==> src/rtl/rmem_word_fetch.sv <==
// rmem_word_fetch
// Fetches one 32-bit little-endian word from an arbitrary byte address over a
// word-aligned req/gnt/rvalid data bus. Unaligned addresses take two aligned
// reads whose results are merged so the consumer always sees bytes
// addr..addr+3. Completion is a one-cycle done_o pulse with registered
// rdata_o/err_o.

module rmem_word_fetch #(
    // Cycles to wait for data_rvalid_i after a grant; 0 disables the timeout.
    parameter int unsigned RESP_TIMEOUT = 64
) (
    input  logic        clk_i,
    input  logic        rst_ni,
    input  logic        start_i,
    input  logic [31:0] addr_i,
    output logic [31:0] rdata_o,
    output logic        done_o,
    output logic        err_o,
    output logic        busy_o,
    output logic        data_req_o,
    output logic [31:0] data_addr_o,
    input  logic        data_gnt_i,
    input  logic        data_rvalid_i,
    input  logic [31:0] data_rdata_i,
    input  logic        data_err_i
);

    // The counter only has to hold values up to RESP_TIMEOUT-1: the abort is
    // taken on the cycle that would have made it reach RESP_TIMEOUT.
    localparam int unsigned CNT_W = (RESP_TIMEOUT > 1) ? $clog2(RESP_TIMEOUT) : 1;
    localparam logic [CNT_W-1:0] CNT_LAST =
        (RESP_TIMEOUT > 0) ? CNT_W'(RESP_TIMEOUT - 1) : '0;
    localparam bit TO_EN = (RESP_TIMEOUT != 0);

    typedef enum logic [2:0] {
        IDLE  = 3'd0,
        REQ0  = 3'd1,
        RESP0 = 3'd2,
        REQ1  = 3'd3,
        RESP1 = 3'd4,
        DONE  = 3'd5
    } state_t;

    state_t            state_reg;
    state_t            state_next;

    // Captured request: word index and byte offset of the start address.
    logic [29:0]       word_reg;
    logic [1:0]        off_reg;

    // First (lower-address) bus word of an unaligned fetch.
    logic [31:0]       lo_reg;

    // Cycles spent waiting for a response in the current RESP state.
    logic [CNT_W-1:0]  cnt_reg;

    // Result registers presented in the DONE cycle and held afterwards.
    logic [31:0]       rdata_reg;
    logic              err_reg;

    // Control strobes from the next-state logic.
    logic              capture;
    logic              lo_load;
    logic              cnt_clr;
    logic              cnt_inc;
    logic              fin_ok;
    logic              fin_err;

    // Merge datapath.
    logic [31:0]       lo_src;
    logic [31:0]       hi_src;
    logic [31:0]       merged;

    // State register; reset aborts any transaction in flight.
    always_ff @(posedge clk_i or negedge rst_ni) begin
        if (!rst_ni) begin
            state_reg <= IDLE;
        end else begin
            state_reg <= state_next;
        end
    end

    // Next-state decode plus the strobes that steer the datapath registers.
    always_comb begin
        state_next = state_reg;
        capture    = 1'b0;
        lo_load    = 1'b0;
        cnt_clr    = 1'b0;
        cnt_inc    = 1'b0;
        fin_ok     = 1'b0;
        fin_err    = 1'b0;

        case (state_reg)
            IDLE: begin
                if (start_i) begin
                    capture    = 1'b1;
                    state_next = REQ0;
                end
            end

            REQ0: begin
                if (data_gnt_i) begin
                    cnt_clr    = 1'b1;
                    state_next = RESP0;
                end
            end

            RESP0: begin
                if (data_rvalid_i) begin
                    lo_load = 1'b1;
                    if (data_err_i) begin
                        fin_err    = 1'b1;
                        state_next = DONE;
                    end else if (off_reg == 2'd0) begin
                        fin_ok     = 1'b1;
                        state_next = DONE;
                    end else begin
                        state_next = REQ1;
                    end
                end else if (TO_EN && (cnt_reg == CNT_LAST)) begin
                    fin_err    = 1'b1;
                    state_next = DONE;
                end else begin
                    cnt_inc = 1'b1;
                end
            end

            REQ1: begin
                if (data_gnt_i) begin
                    cnt_clr    = 1'b1;
                    state_next = RESP1;
                end
            end

            RESP1: begin
                if (data_rvalid_i) begin
                    if (data_err_i) begin
                        fin_err = 1'b1;
                    end else begin
                        fin_ok = 1'b1;
                    end
                    state_next = DONE;
                end else if (TO_EN && (cnt_reg == CNT_LAST)) begin
                    fin_err    = 1'b1;
                    state_next = DONE;
                end else begin
                    cnt_inc = 1'b1;
                end
            end

            DONE: begin
                // start_i is deliberately not looked at here.
                state_next = IDLE;
            end

            default: begin
                state_next = IDLE;
            end
        endcase
    end

    // Capture the start address; later addr_i changes are ignored.
    always_ff @(posedge clk_i or negedge rst_ni) begin
        if (!rst_ni) begin
            word_reg <= '0;
            off_reg  <= '0;
        end else if (capture) begin
            word_reg <= addr_i[31:2];
            off_reg  <= addr_i[1:0];
        end
    end

    // Hold the first response word for the merge with the second one.
    always_ff @(posedge clk_i or negedge rst_ni) begin
        if (!rst_ni) begin
            lo_reg <= '0;
        end else if (lo_load) begin
            lo_reg <= data_rdata_i;
        end
    end

    // Response wait counter, restarted on every grant.
    always_ff @(posedge clk_i or negedge rst_ni) begin
        if (!rst_ni) begin
            cnt_reg <= '0;
        end else if (cnt_clr) begin
            cnt_reg <= '0;
        end else if (cnt_inc) begin
            cnt_reg <= cnt_reg + 1'b1;
        end
    end

    // The final word arrives on the bus in the same cycle the result is
    // registered, so the high half comes straight from data_rdata_i; the low
    // half is the bus data for an aligned fetch or the held word otherwise.
    always_comb begin
        lo_src = (state_reg == RESP0) ? data_rdata_i : lo_reg;
        hi_src = data_rdata_i;
        merged = lo_src;
        case (off_reg)
            2'd1:    merged = {hi_src[7:0],  lo_src[31:8]};
            2'd2:    merged = {hi_src[15:0], lo_src[31:16]};
            2'd3:    merged = {hi_src[23:0], lo_src[31:24]};
            default: merged = lo_src;
        endcase
    end

    // Result registers load on the edge into DONE, so they are valid together
    // with done_o and keep their value until the next completion.
    always_ff @(posedge clk_i or negedge rst_ni) begin
        if (!rst_ni) begin
            rdata_reg <= '0;
            err_reg   <= 1'b0;
        end else if (fin_err) begin
            rdata_reg <= '0;
            err_reg   <= 1'b1;
        end else if (fin_ok) begin
            rdata_reg <= merged;
            err_reg   <= 1'b0;
        end
    end

    // Bus-side and status outputs are pure decodes of registered state, so
    // req and addr stay stable while waiting for a grant.
    always_comb begin
        data_req_o  = 1'b0;
        data_addr_o = '0;
        case (state_reg)
            REQ0: begin
                data_req_o  = 1'b1;
                data_addr_o = {word_reg, 2'b00};
            end
            REQ1: begin
                // Word index wraps naturally at the top of the address space.
                data_req_o  = 1'b1;
                data_addr_o = {word_reg + 30'd1, 2'b00};
            end
            default: begin
                data_req_o  = 1'b0;
                data_addr_o = '0;
            end
        endcase
    end

    assign done_o  = (state_reg == DONE);
    assign busy_o  = (state_reg != IDLE);
    assign rdata_o = rdata_reg;
    assign err_o   = err_reg;

endmodule

==> config.mk <==
export PLATFORM = sky130hd
export DESIGN_NAME = rmem_word_fetch
export DESIGN_NICKNAME = d
export VERILOG_FILES = /design/src/rtl/rmem_word_fetch.sv
export SDC_FILE = /design/constraint.sdc
export NUM_CORES = 1
export LEC_CHECK = 0
export CAP_MARGIN = 20
export CORE_ASPECT_RATIO = 0.75
export CORE_MARGIN = 10
export CORE_UTILIZATION = 35
export DETAILED_ROUTE_END_ITERATION = 8
export GPL_ROUTABILITY_DRIVEN = 0
export MAX_ROUTING_LAYER = met4
export PLACE_DENSITY = 0.65
export SYNTH_ARGS = -nofsm -noshare
export SYNTH_HDL_FRONTEND = slang
export SYNTH_SLANG_ARGS = --single-unit
==> constraint.sdc <==
create_clock -name clk_i -period 4.3 [get_ports clk_i]
set_input_delay 0.645 -clock clk_i [delete_from_list [all_inputs] [get_ports clk_i]]
set_output_delay 0.645 -clock clk_i [all_outputs]
set_load 0.01 [all_outputs]
==> flow_summary.toml, run 1 <==
[synthesis]
seq_area_frac_synth = 0.4073
synth_compound_area_frac = 0.1362
synth_edf_count = 0
synth_cells = 626
synth_top_family_by_area = "multiplexers"
syn-cell-area_um2 = 6512
synthMuxAreaShare = 0.2179
synth_simple_gate_area_frac = 0.1718
ys_ff_latch = 106
yosysTopAreaCell = "dfrtp_1"
synth_top_area_frac = 0.4073
ys_warn_count = 0
synth-adder-area-share = 0.003842
avgSynthCellArea_um2 = 10.40
synth_cell_types = 59
synth.area.top_cells = "dfrtp_1 41%, mux2_2 11%, mux2i_1 5.5%"
ys_async_sr_fraction = 1.000
synthFlopType = "dfrtp_1"
synthXorXnorAreaFrac = 0.01748

[placement]
place_ws_ps = 997.5
io_buffers = 135
dp_cells = 966
dp_hpwl_um = 13860

[layout]
n_fill_cell = 1778
drive_above_1_share = 0.1621
layout.cells.non_filler = 981
syn_to_final_growth_pct = 27.40
n_antenna_cell = 0
nets = 802

[timing]
slew_violations = 0
skew_ps = 11.95
timing.setup.tns_ps = 0
fin_crit_sh = 0.8603
grt_setup_unrepaired = "false"
hold_viol_final = 0
hold_ws_ps = 353.1
tightest_slew_ps = 1085
layout_setup_ws_ps = 600.6
slew_headroom = 0.2770
max_freq_mhz = 270.3
setup_viol = 0
min_period_ps = 3699

[setup_path]
cp.required_ps = 3650
critPathMaxFanout = 17
cp_cell_sequence = "and4_1, nand3_1, or4_1, a21oi_1, clkdlybuf4s50_1"
cp.buffers_inverters = 1
path_class = "reg -> out"
crit_family = "simple AND/OR/NAND/NOR gates"
r2r_start = "state_reg[1]"
cp_slowest_cell = "dfrtp_1"
crit_path_end_kind = "output port"
reg2reg_slack_ps = 1680
r2r_cells = 4
cp.arrival_ps = 3050
cp-start-kind = "flip-flop"
r2r_end = "rdata_o[3]"
worst_path_largest_cell_delay_ps = 680

[die]
die_y_um = 138.1
num_rows = 43
start_util = 0.3539
design.core.area_um2 = 18400
ioPinCount = 138
dieArea_um2 = 24520
fp.dieW_um = 177.5

[global_routing]
overflow = 0
grtUsageTotal = 0.1610
grt_pass1_wl_um = 30800
antenna_found_initial = 0
grt_max_degree = 60
grt_pass1_vias = 5208

[clock_tree]
cts_buffer_depth = 2
ctsResizeCount = 0
clock-sinks = 106
post_cts_buffers = 0
cts_tree = "yes"
worstSkewPairLatency_ps = 360
path_clk_slew_ps = 70
htreeDepth = 3
cts_root_buf = "clkbuf_16"
numCtsBuffers = 9
ctsHoldBuffers = 0

[power_and_ir_drop]
vdd_drop_max_v = 0.0002393
power.density_nw_per_um2 = 698.1
power.leakage_nw = 3.345
p_total_mw = 5.792

[detailed_routing]
viasPerCell = 5.473
wirelength_um = 19720
drt-pass1-iter-count = 5
drt_iter0_markers = 496
drc_errors = 0
vias = 5369
ant_nets = 0
wl_per_cell_um = 20.10

[status]
outcome = "completed"

[worst_hold_path]
hp-class = "in -> async"

[job]
cap_violations = 0
[stage by stage]
stage | util | area, um2
2_1_floorplan | - | 6516
6_report | 0.4509 | 8297
5_1_grt | 0.4509 | 8297
4_1_cts | 0.4509 | 8297
3_3_place_gp | 0.4349 | 8003
3_5_place_dp | 0.4349 | 8003
[cell type report]
| class | instances | area, um2 | area share |
|---|---|---|---|
| multi-input combinational | 459 | 3582 | 0.4318 |
| timing repair buffer | 145 | 1424 | 0.1716 |
| sequential | 106 | 2654 | 0.3199 |
| tap | 247 | 309.0 | 0.03725 |
| clock inverter | 4 | 51.30 | 0.006183 |
| inverter | 9 | 33.78 | 0.004072 |
| clock buffer | 11 | 242.7 | 0.02926 |
[metal layers]
layer,share of wire,track usage,vias to the layer above,wire [um]
li1,-,-,2545,-
met1,0.50,0.2306,2675,9899
met2,0.45,0.2275,125,8813
met3,0.034,0.02612,24,669
met4,0.017,0.04729,0,333
met5,0,-,-,0
[synthesized netlist by cell type (2+ instances only)]
| cell | count |
|---|---|
| ha_1 | 2 |
| xnor2_1 | 6 |
| o311ai_0 | 2 |
| nor3_1 | 4 |
| buf_4 | 3 |
| o21a_1 | 2 |
| mux2_2 | 61 |
| a21oi_2 | 7 |
| clkbuf_1 | 25 |
| a22o_1 | 8 |
| nand2b_1 | 9 |
| and4_1 | 5 |
| buf_1 | 6 |
| mux4_2 | 16 |
| buf_2 | 15 |
| a221o_1 | 7 |
| nand2_1 | 67 |
| and3_1 | 10 |
| a21oi_1 | 26 |
| nand3_1 | 22 |
| nand4_1 | 21 |
| a32oi_1 | 7 |
| nor2b_1 | 5 |
| nand3b_1 | 14 |
| o2bb2ai_1 | 2 |
| a31oi_1 | 2 |
| a32o_1 | 16 |
| a311oi_1 | 2 |
| o21ai_0 | 9 |
| mux2i_1 | 36 |
| a211o_1 | 4 |
| inv_1 | 8 |
| nor4_1 | 3 |
| buf_6 | 4 |
| dfrtp_1 | 106 |
| and2_1 | 4 |
| xor2_1 | 7 |
| nor2_1 | 38 |
| o31ai_1 | 5 |
| or3_1 | 4 |
| or4_1 | 5 |
| a41o_1 | 4 |
[worst max path at each step]
stage	slack, ps	endpoint	startpoint	cells after the start
after CTS	600	data_addr_o[22]	state_reg[1]	5
after global routing	410	data_addr_o[18]	state_reg[1]	5
after detailed placement	1000	data_addr_o[22]	state_reg[1]	5
final	600	data_addr_o[22]	state_reg[1]	5
after global placement	1050	data_addr_o[18]	state_reg[1]	5
after floorplan	1920	data_addr_o[20]	word_reg[2]	5
[power breakdown]
group          internal [mW]  switching (mW)
combinational           1.57            1.47
clock                  0.466           0.376
sequential              1.45           0.467
total                   3.48            2.31
[kinds of logic after synthesis]
group | count (synthesis)
xor+xnor | 13
buf+inv | 62
fa+ha+maj | 2
flops | 106
compound gates | 111
other cells | 1
simple gates | 217
mux | 114
[cell usage in the layout (no fill, tap or decap), drive strengths merged, types with 3 or more instances in the layout]
cell type,netlist,layout
xnor2,6,6
a32o,16,16
inv,9,10
a211o,4,4
a32oi,7,7
mux2i,36,36
nor2b,5,5
nor3,4,4
or4,5,5
o21ai,9,9
nor2,40,40
or3,4,4
dfrtp,106,106
clkdlybuf4s50,0,134
a21oi,33,33
a221o,7,7
nor4,3,3
xor2,7,7
a22o,8,8
and3,10,10
nand4,21,21
clkbuf,25,11
nand2,67,67
o31ai,5,5
a41o,4,4
mux4,16,16
nand2b,9,9
and2,4,4
and4,5,5
nand3,22,22
nand3b,14,14
buf,28,11
mux2,62,62
(Power assumes the default switching activity.)
==> run 2, diff against run 1 <==
CAP_MARGIN = unset   (was 20)
PLACE_DENSITY = 0.68   (was 0.65)
clock period = 3.3 ns   (was 4.3 ns; I/O delays follow)
==> run 2 against run 1 <==
Clock power up 29%. Sequential power up 27%. Cell count up 0.92%. Global-route usage up 0.091 points. Clock-buffer cell count down 2. Via count up 3.8%. Critical endpoint unchanged. Largest power group unchanged. Highest routed layer unchanged.
==> flow_summary.toml, run 2 (synthesis results as in run 1) <==
[status]
outcome = "completed"

[placement]
dp_hpwl_um = 13910
dp_cells = 974
io_buffers = 135
dpl_cell_area_um2 = 8075

[timing]
skew_ps = 11.28
min_period_ps = 3077
hold_viol_final = 0
fin_crit_sh = 0.9324
setup_viol = 0
tightest_slew_ps = 843.0
hold_ws_ps = 124.4
slew_violations = 0
timing.setup.tns_ps = 0
slew_headroom = 0.4380
grt_setup_unrepaired = "false"
max_freq_mhz = 325.0

[die]
start_util = 0.3539
design.core.area_um2 = 18400
fp.dieW_um = 177.5
die_y_um = 138.1
dieArea_um2 = 24520
ioPinCount = 138
num_rows = 43

[clock_tree]
cts_tree = "yes"
clock-sinks = 106
cts_buffer_depth = 2
path_clk_slew_ps = 80
cts_root_buf = "clkbuf_16"
ctsHoldBuffers = 0
worstSkewPairLatency_ps = 350
htreeDepth = 3
numCtsBuffers = 9

[detailed_routing]
wirelength_um = 19780
ant_nets = 0
drt_iter0_markers = 407
drc_errors = 0
drt-pass1-iter-count = 5
wl_per_cell_um = 19.97
vias = 5572
viasPerCell = 5.628

[power_and_ir_drop]
power.density_nw_per_um2 = 906.9
seqPwrFrac = 0.319
internal_power_mw = 4.555
p_total_mw = 7.607
power.leakage_nw = 3.400
vdd_drop_max_v = 0.0003322
swShare = 0.4012
power_frac_comb = 0.538
power.switching_mw = 3.052
clkPwrFrac = 0.143

[layout]
syn_to_final_growth_pct = 28.80
mostFrequentLayoutCells = "134 x clkdlybuf4s50_1, 105 x dfrtp_1, 67 x nand2_1, 61 x mux2_2, 38 x nor2_1"
mostFrequentLayoutCell = "clkdlybuf4s50_1"
n_antenna_cell = 0
n_fill_cell = 1766
layout.cells.non_filler = 990
final_area_um2 = 8388
nets = 810
drive_above_1_share = 0.1790

[global_routing]
antenna_found_initial = 0
grtUsageTotal = 0.1619
grt_pass1_vias = 5324
overflow = 0
grt_max_degree = 60
grt_pass1_wl_um = 31220

[setup_path]
critPathMaxFanout = 9
reg2reg_slack_ps = 810
path_class = "reg -> out"
cp.arrival_ps = 2580
crit_path_end_kind = "output port"
cp.required_ps = 2800
cp-start-kind = "flip-flop"

[worst_hold_path]
hp-class = "in -> async"

[job]
cap_violations = 0
==> run 2: cell count changes in the layout (fill, tap and decap cells not counted), moves of 2 or more <==
| cell | delta |
|---|---|
| clkinv_2 | +3 |
| buf_4 | +7 |
| nand3_2 | +2 |
| nand3_1 | -2 |
==> run 2: final timing paths <==
path,start,endpoint,cells past startpoint
max,word_reg[2],data_addr_o[22],5
min,rst_ni,rdata_o[14],1
max reg2reg,state_reg[2],rdata_o[21],6
min reg2reg,rdata_o[12],rdata_o[12],1
max in group asynchronous,rst_ni,cnt_reg[2],2
min in group clk_i,rdata_o[12],rdata_o[12],1
==> run 2: layout make-up <==
cell class,count,area (um2),share of cell area
multi-input combinational,459,3602,0.4294
sequential,106,2654,0.3164
timing repair buffer,153,1496,0.1784
tap,247,309.0,0.03684
clock buffer,9,225.2,0.02685
clock inverter,7,67.56,0.008055
inverter,9,33.78,0.004027
==> run 2: metrics by stage <==
stage / utilization / setup WS [ps]
2_1_floorplan: - / 1065
3_3_place_gp: 0.4389 / 503.9
3_5_place_dp: 0.4389 / 453.2
4_1_cts: 0.4548 / 63.88
5_1_grt: 0.4559 / 54.39
6_report: 0.4559 / 223.2
==> run 2: metal layers <==
layer | GRT usage | vias up | share of wire
li1 | - | 2571 | -
met1 | 0.2302 | 2782 | 0.48
met2 | 0.2283 | 197 | 0.44
met3 | 0.03020 | 22 | 0.055
met4 | 0.04685 | 0 | 0.018
met5 | - | - | 0
==> run 2: worst max-delay path, stage by stage (launching register included) <==
cell and delay (ps):
dfrtp_1 440, and4_2 350, nand3_2 200, or4_1 550, a21oi_1 150, clkdlybuf4s50_1 550
==> run 2: power groups by stage <==
stage | sequential [mW] | clock, mW | combinational (mW)
after floorplan | 2.36 | 0 | 2.60
after global placement | 2.41 | 0 | 4.06
after detailed placement | 2.43 | 0 | 4.10
after CTS | 2.41 | 1.12 | 4.11
after global routing | 2.51 | 1.17 | 4.45
final | 2.42 | 1.09 | 4.09
==> run 2: what timing repair did <==
item / CTS / global route
setup buffers: 0 / 0
setup endpoints to repair: 0 / 7
gates resized for setup: 0 / 5
hold endpoints to repair: 0 / 0
==> run 3, diff against run 2 <==
CTS_BUF_LIST = sky130_fd_sc_hd__clkbuf_4   (was unset)
SLEW_MARGIN = 20   (was unset)
==> run 3 against run 2 <==
Clock skew increased by 14 ps. Die area unchanged. Utilization decreased by 0.41 points. Sequential cell count unchanged. Final area decreased by 0.91%. Critical path depth unchanged. Fmax decreased by 3.7%. Global-route usage decreased by 0.060 points. Via count about the same. Sequential share of layout area increased by 0.35 points. Worst setup slack got worse by 120 ps. Critical endpoint is now data_addr_o[17]. Largest power group unchanged. Highest routed layer unchanged.
==> flow_summary.toml, run 3 (synthesis results as in run 1) <==
[die]
design.core.area_um2 = 18400
dieArea_um2 = 24520
ioPinCount = 138
num_rows = 43
start_util = 0.3539
fp.dieW_um = 177.5
die_y_um = 138.1

[layout]
nets = 817
mostFrequentLayoutCell = "clkdlybuf4s50_1"
layout.cells.non_filler = 998
post-route-util = 0.4517
final_area_um2 = 8312
drive_above_1_share = 0.1920
mostFrequentLayoutCells = "134 x clkdlybuf4s50_1, 101 x dfrtp_1, 67 x nand2_1, 61 x mux2_2, 38 x nor2_1"
syn_to_final_growth_pct = 27.63

[detailed_routing]
wl_per_cell_um = 19.91
vias = 5574
drt_iter0_markers = 347
ant_nets = 0
wirelength_um = 19870
viasPerCell = 5.585
drt-pass1-iter-count = 5
drc_errors = 0

[global_routing]
grtUsageTotal = 0.1613
grt_max_degree = 60
grt_pass1_vias = 5342
grt_pass1_wl_um = 31180
antenna_found_initial = 1
overflow = 0

[worst_hold_path]
hp-class = "in -> async"

[timing]
hold_viol_final = 0
max_freq_mhz = 313.0
skew_ps = 25.60
tightest_slew_ps = 839.5
slew_violations = 0
min_period_ps = 3195
layout_setup_ws_ps = 105.4
slew_headroom = 0.4403
timing.setup.tns_ps = 0
fin_crit_sh = 0.9681
setup_viol = 0

[clock_tree]
htreeDepth = 3
path_clk_slew_ps = 180
cts_root_buf = "clkbuf_4"
numCtsBuffers = 9
cts_tree = "yes"
worstSkewPairLatency_ps = 480
clock-sinks = 106
cts_buffer_depth = 2

[setup_path]
cp-start-kind = "flip-flop"
path_class = "reg -> out"
crit_path_end_kind = "output port"
r2r_start = "state_reg[2]"
cp.required_ps = 2800
critPathMaxFanout = 16
startpoint = "word_reg[7]"
cp.arrival_ps = 2700

[placement]
place_ws_ps = 453.2
dpl_cell_area_um2 = 8075
io_buffers = 135
dp_cells = 974
dp_hpwl_um = 13910

[job]
cap_violations = 0

[power_and_ir_drop]
power.leakage_nw = 3.373
vdd_drop_max_v = 0.0003262
power.density_nw_per_um2 = 873.8

[status]
outcome = "completed"
[run 3: cell type report]
type	instances	area (um2)
inverters	9	33.78
clock buffers	9	67.56
repair buffers	160	1551
well taps	247	309.0
fillers	1780	10090
flip-flops and latches	106	2659
diodes	1	2.502
multi-input cells	459	3621
clock inverters	7	67.56
[run 3: critical path, stage by stage, from the launching register on]
cell and delay, ps:
dfrtp_2 440, nand4_1 160, or2_4 360, or4_1 520, a21oi_1 200, clkdlybuf4s50_1 570
[run 3: through the flow]
step	hold WS [ps]	power (mW)
after floorplan	199.4	4.958
after global placement	484.6	6.465
after detailed placement	481.5	6.529
after CTS	489.2	7.243
after global routing	529.1	7.780
final	514.9	7.262
[run 3: power by group]
part           leakage, nW  total, mW  internal, mW  switching [mW]
registers             1.32       2.42          1.88           0.535
clock network       0.0802      0.685         0.232           0.453
logic                 1.98       4.16          2.12            2.04
total                 3.37       7.26          4.24            3.03
[run 3: worst paths after layout]
check | depth (start not counted) | end | slack [ps]
max | 5 | data_addr_o[17] | 110
min | 2 | rdata_o[14] | 510
max reg2reg | 6 | rdata_o[21] | 790
min reg2reg | 1 | rdata_o[12] | 520
max in group asynchronous | 3 | cnt_reg[0] | 2030
min in group clk_i | 1 | rdata_o[12] | 520
[run 3: timing repair]
action	CTS	global route
hold buffers	1	0
pin swaps	0	2
endpoints found under the hold margin	36	0
resized for setup	6	7
buffers inserted	0	6
setup endpoints to repair	7	10
[run 3: per-layer routing]
metal / routed length (um) / vias to the layer above / share of wire / global-route usage
li1: - / 2584 / - / -
met4: 329 / 0 / 0.017 / 0.04291
met1: 9491 / 2801 / 0.48 / 0.2295
met3: 1074 / 20 / 0.054 / 0.03020
met2: 8971 / 169 / 0.45 / 0.2289
met5: 0 / - / 0 / -
